### config.mk
export PLATFORM = sky130hd
export DESIGN_NAME = operand_requester_channel
export DESIGN_NICKNAME = d
export VERILOG_FILES = /design/src/rtl/ara_pkg.sv /design/src/rtl/operand_requester_channel.sv
export SDC_FILE = /design/constraint.sdc
export NUM_CORES = 1
export LEC_CHECK = 0
export ABC_AREA = 1
export CAP_MARGIN = 20
export CORE_MARGIN = 4
export CORE_UTILIZATION = 40
export DETAILED_ROUTE_END_ITERATION = 7
export PLACE_DENSITY = 0.7
export SETUP_SLACK_MARGIN = 0.15
export SLEW_MARGIN = 5
export SYNTH_ARGS = -nofsm -noshare
export SYNTH_HDL_FRONTEND = slang
export SYNTH_SLANG_ARGS = --single-unit
### constraint.sdc
create_clock -name clk_i -period 1.34 [get_ports clk_i]
set_input_delay 0.268 -clock clk_i [delete_from_list [all_inputs] [get_ports clk_i]]
set_output_delay 0.268 -clock clk_i [all_outputs]
set_load 0.05 [all_outputs]
### src/rtl/ara_pkg.sv
// ara_pkg -- shared types for the vector lane operand path.
//
// Holds the command descriptor that accompanies every operand read stream
// and the number of operand queues per lane. The operand requester builds
// one operand_requester_channel per operand queue.
package ara_pkg;

  // Number of operand queues per lane; one requester channel serves each.
  localparam int unsigned NrOperandQueues = 9;

  // Element width of the vector operand being streamed.
  typedef enum logic [1:0] {
    EW8  = 2'd0,
    EW16 = 2'd1,
    EW32 = 2'd2,
    EW64 = 2'd3
  } vew_e;

  // Command the operand queue needs to unpack the words it receives.
  typedef struct packed {
    vew_e        eew;      // element width of the operand
    logic [15:0] vl;       // vector length in elements
    logic [1:0]  conv;     // conversion applied while unpacking
    logic        ntr_red;  // operand feeds a non-trivial reduction
  } operand_queue_cmd_t;

endpackage : ara_pkg

### src/rtl/operand_requester_channel.sv
// operand_requester_channel -- one read-stream channel of the operand requester.
//
// Accepts a request for req_len_i consecutive 64-bit VRF words starting at
// req_addr_i, forwards the accompanying command to the operand queue as a
// one-cycle strobe, and then issues one VRF read per arbiter grant. Reads are
// throttled by a credit counter mirroring the free slots of the downstream
// operand queue, so the queue can never overflow.
//
// Ports:
//   clk_i, rst_i                  clock; synchronous active-high reset
//   req_valid_i / req_ready_o     stream request handshake (ready only in IDLE)
//   req_addr_i, req_len_i         first word address and word count
//   req_cmd_i                     command forwarded to the operand queue
//   operand_queue_cmd_o/_valid_o  latched command and its one-cycle strobe
//   vrf_req_o, vrf_addr_o         VRF read request and word address
//   vrf_bank_o                    bank of vrf_addr_o (address mod NrBanks)
//   vrf_gnt_i                     bank arbiter grant; read issues on grant
//   operand_issued_o              a read was granted this cycle
//   operand_queue_ready_i         the queue freed one slot (credit return)
module operand_requester_channel
  import ara_pkg::*;
#(
  parameter int unsigned NrBanks     = 8,
  parameter int unsigned BufferDepth = 2,
  parameter int unsigned AddrWidth   = 12
) (
  input  logic                       clk_i,
  input  logic                       rst_i,
  input  logic                       req_valid_i,
  output logic                       req_ready_o,
  input  logic [AddrWidth-1:0]       req_addr_i,
  input  logic [15:0]                req_len_i,
  input  operand_queue_cmd_t         req_cmd_i,
  output operand_queue_cmd_t         operand_queue_cmd_o,
  output logic                       operand_queue_cmd_valid_o,
  output logic                       vrf_req_o,
  output logic [AddrWidth-1:0]       vrf_addr_o,
  output logic [$clog2(NrBanks)-1:0] vrf_bank_o,
  input  logic                       vrf_gnt_i,
  output logic                       operand_issued_o,
  input  logic                       operand_queue_ready_i
);

  localparam int unsigned BankWidth   = $clog2(NrBanks);
  localparam int unsigned CreditWidth = $clog2(BufferDepth + 1);
  localparam logic [CreditWidth-1:0] MaxCredits = CreditWidth'(BufferDepth);

  typedef enum logic {
    IDLE  = 1'b0,
    ISSUE = 1'b1
  } state_e;

  state_e                 state_q;
  logic [AddrWidth-1:0]   addr_q;
  logic [15:0]            remaining_q;
  logic [CreditWidth-1:0] credits_q;
  logic [CreditWidth-1:0] credits_d;
  operand_queue_cmd_t     cmd_q;
  logic                   cmd_valid_q;
  logic                   credit_ret_ok;

  // ---------------------------------------------------------------------------
  // Outputs: all derived from registered state, no path from req_* inputs.
  // ---------------------------------------------------------------------------
  assign req_ready_o               = (state_q == IDLE);
  assign vrf_req_o                 = (state_q == ISSUE) && (credits_q != '0) &&
                                     (remaining_q != '0);
  assign vrf_addr_o                = addr_q;
  // NrBanks is a power of two, so the low address bits select the bank.
  assign vrf_bank_o                = addr_q[BankWidth-1:0];
  // A grant without a request is meaningless and must not count as a read.
  assign operand_issued_o          = vrf_req_o & vrf_gnt_i;
  assign operand_queue_cmd_o       = cmd_q;
  assign operand_queue_cmd_valid_o = cmd_valid_q;

  // ---------------------------------------------------------------------------
  // Credit accounting
  // ---------------------------------------------------------------------------
  // A return while the counter is full (and nothing is being consumed) would
  // overflow it; such a return is dropped so the counter saturates.
  assign credit_ret_ok = operand_queue_ready_i &&
                         !((credits_q == MaxCredits) && !operand_issued_o);

  // NOTE: every variable driven here gets a default first, so no path leaves
  // it unassigned and no latch is inferred.
  always_comb begin
    credits_d = credits_q;
    unique case ({credit_ret_ok, operand_issued_o})
      2'b10:   credits_d = credits_q + 1'b1;
      2'b01:   credits_d = credits_q - 1'b1;
      default: credits_d = credits_q;  // none, or a return cancelling a grant
    endcase
  end

  // ---------------------------------------------------------------------------
  // Control FSM and datapath registers
  // ---------------------------------------------------------------------------
  // NOTE: sequential state is updated with non-blocking assignments only, so
  // every register samples the pre-edge value of every other register.
  always_ff @(posedge clk_i) begin
    if (rst_i) begin
      // Resetting mid-stream abandons it; outstanding credits are forgotten
      // because the queue is reset alongside this channel.
      state_q     <= IDLE;
      addr_q      <= '0;
      remaining_q <= '0;
      credits_q   <= MaxCredits;
      cmd_q       <= '0;
      cmd_valid_q <= 1'b0;
    end else begin
      cmd_valid_q <= 1'b0;
      credits_q   <= credits_d;

      unique case (state_q)
        IDLE: begin
          // A zero-length request is accepted but produces nothing.
          if (req_valid_i && (req_len_i != '0)) begin
            addr_q      <= req_addr_i;
            remaining_q <= req_len_i;
            cmd_q       <= req_cmd_i;
            cmd_valid_q <= 1'b1;
            state_q     <= ISSUE;
          end
        end

        ISSUE: begin
          if (operand_issued_o) begin
            addr_q      <= addr_q + 1'b1;  // wraps modulo 2^AddrWidth
            remaining_q <= remaining_q - 16'd1;
            if (remaining_q == 16'd1) begin
              state_q <= IDLE;
            end
          end
        end

        default: state_q <= IDLE;
      endcase
    end
  end

  // A credit the queue returns while the counter is already full means the
  // queue and this channel disagree about occupancy.
  credit_overflow_a : assert property (
    @(posedge clk_i) disable iff (rst_i)
      !(operand_queue_ready_i && (credits_q == MaxCredits) && !operand_issued_o)
  );

endmodule : operand_requester_channel
==> insert_results.sql <==
INSERT INTO impl_metrics (metric_group, metric, value, unit) VALUES
('job', 'cap_violations', '0', ''),
('worst_setup_path', 'crit_required', '1070', 'ps'),
('drt', 'routed_via_density', '5.19', ''),
('cts', 'cts_hold_buf', '0', ''),
('worst_setup_path', 'crit_path_start_kind', 'flip-flop', ''),
('logic_synthesis', 'post_synth_instance_area', '2940', 'um2'),
('global_route', 'grt_first_pass_wirelength', '17300', 'um'),
('cts', 'clockRootBuffer', 'sky130_fd_sc_hd__clkbuf_8', ''),
('logic_synthesis', 'synth-edff-count', '0', ''),
('cts', 'clock_latency_at_the_later_pin_of_the_worst_skew_pair', '320', 'ps'),
('timing', 'maximum_frequency_from_static_timing_analysis', '550', 'MHz'),
('worst_setup_path', 'reg2reg_depth', '11', ''),
('cts', 'tritoncts', 'built', ''),
('placement', 'place_ws', '-449', 'ps'),
('logic_synthesis', 'flip_flop_cell_with_the_highest_count_after_synthesis', 'sky130_fd_sc_hd__dfxtp_1', ''),
('cts', 'cts-buffers-inserted', '5', ''),
('cells_and_area', 'drive_gt1_share', '40.8', '%'),
('floorplanning', 'initial_standard_cell_utilization_of_the_core', '42.3', '%'),
('pwr', 'p_leak', '0.00255', 'uW'),
('timing', 'rsz_0062_raised_after_global_routing', 'yes', ''),
('drt', 'number_of_violations_reported_at_the_end_of_detailed_routing_iteration_0', '191', ''),
('worst_setup_path', 'critical_path.max_fanout', '3', ''),
('placement', 'numPortBuffers', '93', ''),
('global_route', 'grt_use_total', '24.6', '%'),
('timing', 'final.min_clock_period', '1820', 'ps'),
('cells_and_area', 'finish.cell_count_without_fillers', '735', ''),
('timing', 'report.final.slew_viol_count', '0', ''),
('global_route', 'grt_pass1_vias', '3635', ''),
('outcome', 'status', 'finished with violations', ''),
('worst_setup_path', 'endpoint', 'operand_issued_o', ''),
('cts', 'cts.sinks', '53', ''),
('logic_synthesis', 'sequential_cell_area_fraction_in_the_yosys_report', '36.1', '%'),
('timing', 'worst_hold_slack', '446', 'ps'),
('timing', 'final.period_utilization', '136', '%'),
('floorplanning', 'rows', '30', ''),
('timing', 'timing.clock.skew', '13.1', 'ps'),
('floorplanning', 'floorplan.io_pins', '94', ''),
('drt', 'drc', '0', ''),
('logic_synthesis', 'synthesized_flop_and_latch_total', '53', ''),
('cells_and_area', 'insertedDiodeCount', '0', ''),
('pwr', 'finalPower', '6670', 'uW'),
('logic_synthesis', 'post_synth.cell_area_avg', '6.34', 'um2'),
('cells_and_area', 'final_net_count', '696', ''),
('cells_and_area', 'n_fill_cell', '415', ''),
('placement', 'dpl.hpwl', '7140', 'um'),
('worst_setup_path', 'critical_path.reg2reg.endpoint', 'vrf_addr_o[9]$_SDFFE_PP0P_', ''),
('timing', 'timing_worst_slew_pin_value', '361', 'ps'),
('outcome', 'violations_in_the_final_reports', 'setup timing', ''),
('logic_synthesis', 'synth.distinct_cells', '27', ''),
('cts', 'htreeDepth', '2', ''),
('worst_setup_path', 'timing.critical_path.to_type', 'output pin', ''),
('timing', 'slew-limit-headroom', '75.7', '%'),
('logic_synthesis', 'yosys.area.top_type_share', '36.1', '%'),
('timing', 'setup_viol_count_final', '55', ''),
('logic_synthesis', 'synth.net_count', '521', ''),
('logic_synthesis', 'ys_top_cells_by_area', 'sky130_fd_sc_hd__dfxtp_1 (36%), sky130_fd_sc_hd__nor2_1 (14%), sky130_fd_sc_hd__nand2_1 (13%)', ''),
('logic_synthesis', 'synth_cells', '463', ''),
('global_route', 'grt_antenna_before_repair', '0', ''),
('cts', 'cts.path.max_buffers', '2', ''),
('timing', 'finalWorstSetupSlack', '-480', 'ps'),
('cts', 'cts.clk_slew.worst_paths', '110', 'ps'),
('floorplanning', 'floorplan.die.width', '93.7', 'um'),
('floorplanning', 'core_region_area', '6940', 'um2'),
('drt', 'length_of_the_first_detailed_routing_pass_in_iterations', '5', ''),
('floorplanning', 'fp.dieArea', '8780', 'um2'),
('worst_hold_path', 'worst_hold_path_type', 'input port to flip-flop', ''),
('worst_setup_path', 'timing.critical_path.arrival', '1550', 'ps'),
('placement', 'dpl.cell_count', '694', ''),
('drt', 'routed_wire_length_per_instance', '15.8', 'um'),
('drt', 'route.final.wire_length', '11600', 'um'),
('drt', 'antenna_left', '0', '');
==> critical path: stages (launching register included) <==
cell                         delay, ps
sky130_fd_sc_hd__dfxtp_2           360
sky130_fd_sc_hd__nor2_4            140
sky130_fd_sc_hd__nand2_2            90
sky130_fd_sc_hd__nor2_4            150
sky130_fd_sc_hd__nand2_4            80
sky130_fd_sc_hd__nand3_4            80
sky130_fd_sc_hd__buf_6             100
sky130_fd_sc_hd__clkinvlp_4         80
sky130_fd_sc_hd__buf_12            150
==> per-layer routing <==
metal / global-route usage, % / vias up / part of all wire, %
met5: 0 / - / 0
met4: 8.42 / 0 / 2.7
met3: 4.09 / 37 / 5.5
met2: 45.7 / 167 / 54
met1: 28.2 / 1783 / 38
li1: - / 1831 / -
==> synth_stat cells, types with 4 or more instances <==
| master | count |
|---|---|
| sky130_fd_sc_hd__nor2_1 | 106 |
| sky130_fd_sc_hd__nand2_1 | 100 |
| sky130_fd_sc_hd__o21ai_0 | 62 |
| sky130_fd_sc_hd__dfxtp_1 | 53 |
| sky130_fd_sc_hd__nand3_1 | 35 |
| sky130_fd_sc_hd__inv_1 | 33 |
| sky130_fd_sc_hd__a21oi_1 | 18 |
| sky130_fd_sc_hd__clkbuf_1 | 14 |
| sky130_fd_sc_hd__buf_4 | 4 |
| sky130_fd_sc_hd__ha_1 | 4 |
| sky130_fd_sc_hd__nand4_1 | 4 |
| sky130_fd_sc_hd__xor2_1 | 4 |
==> worst min path at each step <==
stage,end,startpoint,cells after the start,slack [ps]
after floorplan,vrf_addr_o[8]$_SDFFE_PP0P_,req_addr_i[8],2,410
after global placement,vrf_addr_o[9]$_SDFFE_PP0P_,vrf_addr_o[9]$_SDFFE_PP0P_,2,490
after detailed placement,vrf_addr_o[9]$_SDFFE_PP0P_,vrf_addr_o[9]$_SDFFE_PP0P_,2,510
after CTS,remaining_q[10]$_SDFFE_PP0P_,req_len_i[10],5,450
after global routing,remaining_q[10]$_SDFFE_PP0P_,req_len_i[10],5,490
final,remaining_q[5]$_SDFFE_PP0P_,req_len_i[5],5,450
==> cell type report <==
type | count | area [um2] | area share, %
timing repair buffer | 191 | 2310 | 40.4
multi-input combinational | 352 | 1890 | 32.9
sequential | 53 | 1120 | 19.6
inverter | 35 | 156 | 2.73
tap | 96 | 120 | 2.10
clock buffer | 6 | 93.8 | 1.64
clock inverter | 2 | 38.8 | 0.677
==> power by group <==
| part | internal (uW) | switching, uW |
|---|---|---|
| Clock | 679 | 605 |
| Sequential | 1790 | 218 |
| Combinational | 1670 | 1710 |
| Total | 4140 | 2530 |
==> timing repair <==
item	4_1_cts	5_1_grt
endpoints found under the setup margin	67	80
cloned	5	0
resized for setup	105	60
endpoints found under the hold margin	0	0
pin swaps	39	11
setup buffers	22	6
==> cells in the final DEF, fill, tap and decap left out, types with 6 or more instances in the layout <==
cell	count
sky130_fd_sc_hd__buf_12	47
sky130_fd_sc_hd__nand2_1	92
sky130_fd_sc_hd__nor2_4	13
sky130_fd_sc_hd__o21ai_0	36
sky130_fd_sc_hd__buf_6	17
sky130_fd_sc_hd__inv_1	25
sky130_fd_sc_hd__nand2_2	6
sky130_fd_sc_hd__nor2_1	75
sky130_fd_sc_hd__o21ai_1	24
sky130_fd_sc_hd__buf_4	68
sky130_fd_sc_hd__clkdlybuf4s50_1	37
sky130_fd_sc_hd__dfxtp_2	32
sky130_fd_sc_hd__a21oi_2	9
sky130_fd_sc_hd__nor2_2	23
sky130_fd_sc_hd__a21oi_1	11
sky130_fd_sc_hd__nand3_1	32
sky130_fd_sc_hd__dfxtp_1	16
sky130_fd_sc_hd__dlygate4sd2_1	16
==> logic make-up (layout without fill, tap and decap cells) <==
| logic type | Yosys count | after routing | synth area share [%] |
|---|---|---|---|
| mux | 1 | 1 | 0.341 |
| fa+ha+maj | 4 | 4 | 1.70 |
| simple gates | 259 | 259 | 37.2 |
| xor+xnor | 4 | 4 | 1.19 |
| compound gates | 84 | 84 | 14.7 |
| buf+inv | 58 | 234 | 8.78 |
| flops | 53 | 53 | 36.1 |
==> flip-flops by register name, indices dropped and copies added (netlist names) <==
signal                     cells
operand_queue_cmd_o           21
credits_q                      2
remaining_q                   16
state_q                        1
vrf_addr_o                    12
operand_queue_cmd_valid_o      1
==> through the flow <==
stage	setup TNS (ps)	area [um2]
2_1_floorplan	-357	3050
3_3_place_gp	-19840	4890
3_5_place_dp	-20940	4890
4_1_cts	-9450	5580
6_report	-12180	5730
5_1_grt	-15900	5730
Power figures use the tool's default switching activity.
